File: src/rtl/ps2_key_event_decoder.sv
// PS/2 scan-code set 2 key-event decoder: E0/F0/E1 prefix FSM, held-key bitmap, one event per sequence.
// Latency: event registered on the clock edge after the final byte's rx_valid; key_valid is a 1-clk strobe.
// Backpressure: none; accepts one byte per clock, back-to-back rx_valid supported.
// Ports: clk, rst (sync, active-high) | rx_byte[7:0], rx_valid in | key_down[127:0], last_change[8:0],
//        key_valid, key_make out.
// Optional feature macro: TYPEMATIC_FILTER_EN suppresses repeat makes of an already-held tracked key.
module ps2_key_event_decoder #(
  parameter int TIMEOUT_CYCLES = 2_000_000,
  parameter int TMO_W          = $clog2(TIMEOUT_CYCLES + 1)
) (
  input  logic         clk,
  input  logic         rst,
  input  logic [7:0]   rx_byte,
  input  logic         rx_valid,
  output logic [127:0] key_down,
  output logic [8:0]   last_change,
  output logic         key_valid,
  output logic         key_make
);

  typedef enum logic [2:0] {IDLE, EXT, BRK, EXT_BRK, SKIP} state_t;

  state_t           state, state_nxt, cur_state;
  logic [TMO_W-1:0] timer, timer_nxt;
  logic [2:0]       skip_cnt, skip_nxt;
  logic             timeout;
  logic             ev_fire, ev_ext, ev_make;
  logic             tracked, emit;

  // A stalled partial sequence is abandoned; a byte arriving on that same
  // cycle is decoded as though the FSM were already back in IDLE.
  always_comb begin
    timeout   = (state != IDLE) && (timer == TMO_W'(TIMEOUT_CYCLES));
    cur_state = timeout ? IDLE : state;
  end

  always_comb begin
    state_nxt = cur_state;
    skip_nxt  = skip_cnt;
    timer_nxt = '0;
    ev_fire   = 1'b0;
    ev_ext    = 1'b0;
    ev_make   = 1'b0;
    if (!rx_valid && (state != IDLE) && !timeout)
      timer_nxt = timer + 1'b1;
    if (rx_valid) begin
      case (cur_state)
        IDLE: begin
          case (rx_byte)
            8'hE0: state_nxt = EXT;
            8'hF0: state_nxt = BRK;
            8'hE1: begin
              state_nxt = SKIP;
              skip_nxt  = 3'd7;
            end
            // keyboard status/ack responses, never key codes
            8'h00, 8'hAA, 8'hEE, 8'hFA, 8'hFC, 8'hFF: state_nxt = IDLE;
            default: begin
              ev_fire = 1'b1;
              ev_make = 1'b1;
            end
          endcase
        end
        EXT: begin
          case (rx_byte)
            8'hF0: state_nxt = EXT_BRK;
            8'hE0: state_nxt = EXT;
            8'h12, 8'h59: state_nxt = IDLE;  // fake shift emitted around extended keys
            default: begin
              ev_fire   = 1'b1;
              ev_ext    = 1'b1;
              ev_make   = 1'b1;
              state_nxt = IDLE;
            end
          endcase
        end
        BRK: begin
          case (rx_byte)
            8'hF0: state_nxt = BRK;
            8'hE0: state_nxt = EXT_BRK;
            default: begin
              ev_fire   = 1'b1;
              state_nxt = IDLE;
            end
          endcase
        end
        EXT_BRK: begin
          state_nxt = IDLE;
          if (rx_byte != 8'h12 && rx_byte != 8'h59) begin
            ev_fire = 1'b1;
            ev_ext  = 1'b1;
          end
        end
        SKIP: begin
          skip_nxt = skip_cnt - 3'd1;
          if (skip_cnt == 3'd1)
            state_nxt = IDLE;
        end
        default: state_nxt = IDLE;
      endcase
    end
  end

  // Only plain (non-extended) codes below 0x80 have a bitmap slot.
  always_comb begin
    tracked = !ev_ext && !rx_byte[7];
`ifdef TYPEMATIC_FILTER_EN
    emit = ev_fire && !(ev_make && tracked && key_down[rx_byte[6:0]]);
`else
    emit = ev_fire;
`endif
  end

  always_ff @(posedge clk) begin
    if (rst) begin
      state       <= IDLE;
      timer       <= '0;
      skip_cnt    <= 3'd0;
      key_down    <= '0;
      last_change <= 9'h000;
      key_valid   <= 1'b0;
      key_make    <= 1'b0;
    end else begin
      state     <= state_nxt;
      timer     <= timer_nxt;
      skip_cnt  <= skip_nxt;
      key_valid <= emit;
      if (emit) begin
        last_change <= {ev_ext, rx_byte};
        key_make    <= ev_make;
        if (tracked)
          key_down[rx_byte[6:0]] <= ev_make;
      end
    end
  end

endmodule

File: config.mk
export PLATFORM = sky130hd
export DESIGN_NAME = ps2_key_event_decoder
export DESIGN_NICKNAME = d
export VERILOG_FILES = /design/src/rtl/ps2_key_event_decoder.sv
export SDC_FILE = /design/constraint.sdc
export NUM_CORES = 1
export LEC_CHECK = 0
export CAP_MARGIN = 15
export CORE_MARGIN = 5
export CORE_UTILIZATION = 30
export DETAILED_ROUTE_END_ITERATION = 7
export HOLD_SLACK_MARGIN = 0.08
export PLACE_DENSITY_LB_ADDON = 0.05
export SKIP_CTS_REPAIR_TIMING = 1
export SYNTH_ARGS = -nofsm -noshare
export SYNTH_HDL_FRONTEND = slang
export SYNTH_SLANG_ARGS = --single-unit
File: constraint.sdc
create_clock -name clk -period 7.1 [get_ports clk]
set_input_delay 2.13 -clock clk [delete_from_list [all_inputs] [get_ports clk]]
set_output_delay 2.13 -clock clk [all_outputs]
set_load 0.02 [all_outputs]
Yosys cells after proc, flatten, opt, wreduce, memory -nomap -nowiden
Cells that the tools add are included.
- output and inout bits: 139
- register bits: 166
- bits of input ports: 11
- add/sub/neg operators: 2
- bitwise gates (word level): 1
- equality and inequality tests: 19
- multiplexer cells: 22
- $lt $le $gt $ge: 2
- reduce and logical (&&, ||, !) cells: 21
- operators with widths (cell ; number):
    $bwmux 128 ; 1
    $eq 8x8->1 const B ; 8
    $pmux 3 s4 ; 2
    $add 21x1->21 const B ; 1
    $eq 21x21->1 const B ; 1
    $mux 3 ; 4
    $reduce_or 9->1 ; 1
    $eq 8x5->1 const B ; 1
    $eq 8x7->1 const B ; 1
    $logic_not 8->1 ; 1
    $lt 7x8->1 const B ; 1
    $mux 1 ; 8
    $ne 8x5->1 const B ; 1
    $ne 8x7->1 const B ; 1
    $pmux 2 s2 ; 2
    $demux 1 s7 ; 1
    $ge 7x1->1 const B ; 1
    $eq 3x1->1 const B ; 2
    $eq 3x2->1 const B ; 2
    $logic_and 1x1->1 ; 6
    $pmux 3 s2 ; 1
    $reduce_or 6->1 ; 1
    $logic_not 1->1 ; 4
    $pmux 1 s2 ; 2
    12 further kinds ; 13

Longest topological paths before layout
- depth in word-level cells: 9
- depth in mapped cells: 10

Least setup slack after synthesis
No wires, ideal clock.
- kind: input to register
- start point: input port rx_byte[4]
- end point: register key_down[2]
- arrival time: 4.265 ns
- library setup time: 0.073 ns
- path slack: 2.763 ns
- stages on the path: 10
- path buffers: 4
- cell sequence: buf_2 or4_1 a2111oi_0 a311oi_1 and4_1 buf_6 buf_6 buf_6 o2111ai_1 mux2i_1
- word-level cells in the longest chain between the ends: 8
- elaborated cells between the ends (all ways): 36
- classes of those cells: 2 x order compare; 12 x eq/ne; 13 x mux; 9 x reduce/logical
- RTL lines (item ; RTL line ; text):
    from (decl) ; 13 ; input logic [7:0] rx_byte,
    branches (longest 8 deep; another with $lt 7x8->1) ; -- ;
    to (signal, indexed assignment) ; 132 ; key_down[rx_byte[6:0]] <= ev_make;
    to (decl) ; 15 ; output logic [127:0] key_down,
Parallel ways; which one is timed is not known.
A chain may end at the register's enable or synchronous reset.

Final worst setup path
- start point: input port rx_byte[6]
- end point: register key_down[62]
Same word-level chain as after synthesis.

==> impl_results.md <==
* Root Driver: clkbuf_16
* Setup Viol. Count Final at 0
* I/O pin count at 150
* Max frequency at about 0.18 GHz
* # diodes at 0
* DIE HEIGHT at approximately 180 um
* Crit. End Element: flop
* Cell taking the most area after synthesis: dfxtp_1
* Predominant post-synthesis flop cell: dfxtp_1
* Post-layout power at 0.00201 W
* # port buffers at between 100 and 150
* Total Die Area at ~32000 um2
* Worst EP required at between 7 and 8 ns
* Starting DRT DRC Count at 515
* Post-route worst setup slack at 1.61 ns
* Post-synth EDFFs at 0
* Initial Utilization at 30.4%
* Clock Skew at 0.0153 ns
* Setup CP Type: in -> reg
* Min Tclk post-route at around 5.5 ns
* Tightest Pin Transition at 1.16 ns
* Post-DP HPWL at between 15000 and 20000 um
* Final nets at a little under 1k
* GP Congestion at 0.770
* Die X at approximately 180 um
* Grt ovf at 0
* Reg clk slew, reported paths at 0.07 ns
* Worst hold-check path type: reg -> reg
* Layout cell share with drive strength beyond 1 at under 10%
* Number of fill cells in the layout at 2791
* Worst skew pair latency at 0.43 ns
* Post-Synthesis Cell Area at roughly 8400 um2
* Overall Global Routing Usage at 16.9%
* Num Clock Sinks at between 150 and 200
* Cts bufs inserted at 17
* H-Tree Depth at 4
* Slew HR at 22.7%
* Longest Clk Path Bufs at 2
* Worst-path fanout max at 105
* Via Count at 6973
* RSZ-0062 raised after global routing: false
* Register area share after synthesis at 39.4%
* Max-cap violations at 0
* Core area at 27800 um2
* Reg area at 3320 um2
* Final Hold Fails at 0
* Crit path launch type: input port
* Post-synth ARST share at 0%
* Multi-input gate area at around 4600 um2
* DR WL/cell at 20.0 um
* Vias in the first global route at about 6.9k
* Most frequent cells after synthesis: dfxtp_1, nand2b_1, mux2i_1
* Largest cells by area after synthesis: dfxtp_1, mux2i_1, o2111ai_1
* Mean Syn Cell Area at 9.49 um2
* CTS tree: done
* Maximum VDD drop at between 0.0001 and 0.00015 V
* First-pass GRT wire length at 41900 um
* Via/cell ratio at 5.12
* Post-route setup TNS at 0 ns
* Max Slew Vio Count at 0
* Synthesis Warnings at 0
* Fin crit share at 77.3%
* Syn_nets at between 900 and 1k
* Seq cells post-synth at roughly 170
* Top-count cell post-synth: dfxtp_1
* DRC viols at 0
* P&R area growth vs syn at 26.5%
* Leak at 4.06 nW
* Initial antenna violation count at 0
* DRT Pass-1 Iters at 5
* Final wirelength at 27200 um
* Largest net degree at the start of global routing at 106
* Cells after Synth at a little under 900
* Top-area cell type share of the netlist area at 39.4%
* Final ANT Viol Nets at 0
* Status: completed
* Site Rows at 61
* CP arrival at 5.76 ns
* PwrDens at ~190 nW/um2
* Pre-CTS setup slack at 1.28 ns
* Netlist cell types at 45
==> where the power goes <==
part           total (W)  leakage, nW  internal (W)  switching (W)
Sequential      0.000937         1.34      0.000935     0.00000265
Clock           0.000940        0.281      0.000506       0.000434
Combinational   0.000128         2.44     0.0000382      0.0000897
Total            0.00201         4.06       0.00148       0.000527
==> path summary, 6_finish.rpt <==
path                  startpoint             end  slack [ns]  cells after the start
hold reg to reg   last_change[5]  last_change[5]        0.47                      2
setup reg to reg        timer[0]    key_down[62]        3.88                      8
setup / recovery      rx_byte[6]    key_down[62]        1.61                      8
hold / removal    last_change[5]  last_change[5]        0.47                      2
==> routing by layer <==
| metal | GRT usage, % | vias to the layer above | wire length [um] |
|---|---|---|---|
| met5 | 0 | - | 0 |
| met4 | 3.96 | 0 | 267 |
| met3 | 3.34 | 16 | 1090 |
| met2 | 26.1 | 137 | 12300 |
| met1 | 24.3 | 3374 | 13600 |
| li1 | - | 3446 | - |
==> cell type report <==
cell class,count,share of cell area (%)
clock buffer,19,4.15
clock inverter,13,1.28
inverter,8,0.281
multi-input combinational,616,43.6
sequential,166,31.1
tap,378,4.43
timing repair buffer,161,15.1
==> per-stage QoR <==
stage	hold WS [ns]	util (%)	area [um2]	std cells
after detailed placement	0.461	36.3	10100	1329
after CTS	0.473	38.4	10700	1361
after global routing	0.497	38.4	10700	1361
after global placement	0.455	36.3	10100	1329
final	0.471	38.4	10700	1361
after floorplan	0.437	-	8440	889
==> cell families after synthesis <==
family                   Yosys count  share of synthesized area [%]
AND/OR/NAND/NOR                  290                           19.4
AO/OA/AOI/OAI                    174                           17.0
flip-flops                       166                           39.4
multiplexers                     127                           15.1
buffers and inverters            107                           6.33
XOR/XNOR                          20                           2.08
adder cells (fa/ha/maj)            5                          0.727
==> worst max-delay path, stage by stage <==
cell             delay (ns)
clkdlybuf4s50_1        0.71
nand2_1                0.46
nor2_1                 0.27
a311oi_1               0.63
and4_4                 0.60
buf_12                 0.43
o2111ai_1              0.21
mux2i_1                0.19
==> placed cells by master, fill, tap and decap left out, types with 3 or more instances in the layout <==
master             n
nor3_1            10
mux2i_1          127
clkdlybuf4s50_1  148
and3_1             6
ha_1               4
clkbuf_16         17
and2_1             9
nor4_1             8
o211ai_2           8
nand3_1           19
o2111ai_1        114
xor2_1            13
dfxtp_1          166
o21ai_0           13
inv_6              5
nor2b_1            5
buf_12             3
buf_4             10
inv_1              8
xnor2_1            7
inv_8              3
nand4_1            8
nor4b_1            3
nor3_2             4
nor2_2             4
and4_1             3
nor2_1            45
nand2b_1         138
a21oi_1           17
o211ai_1           7
nand2_1           18
==> state kept, by name, indices dropped and copies added, names as in the netlist <==
signal       cells
skip_cnt         3
timer           21
key_make         1
key_down       128
state            3
last_change      9
key_valid        1
No activity file was read; power rests on OpenSTA's default activity.
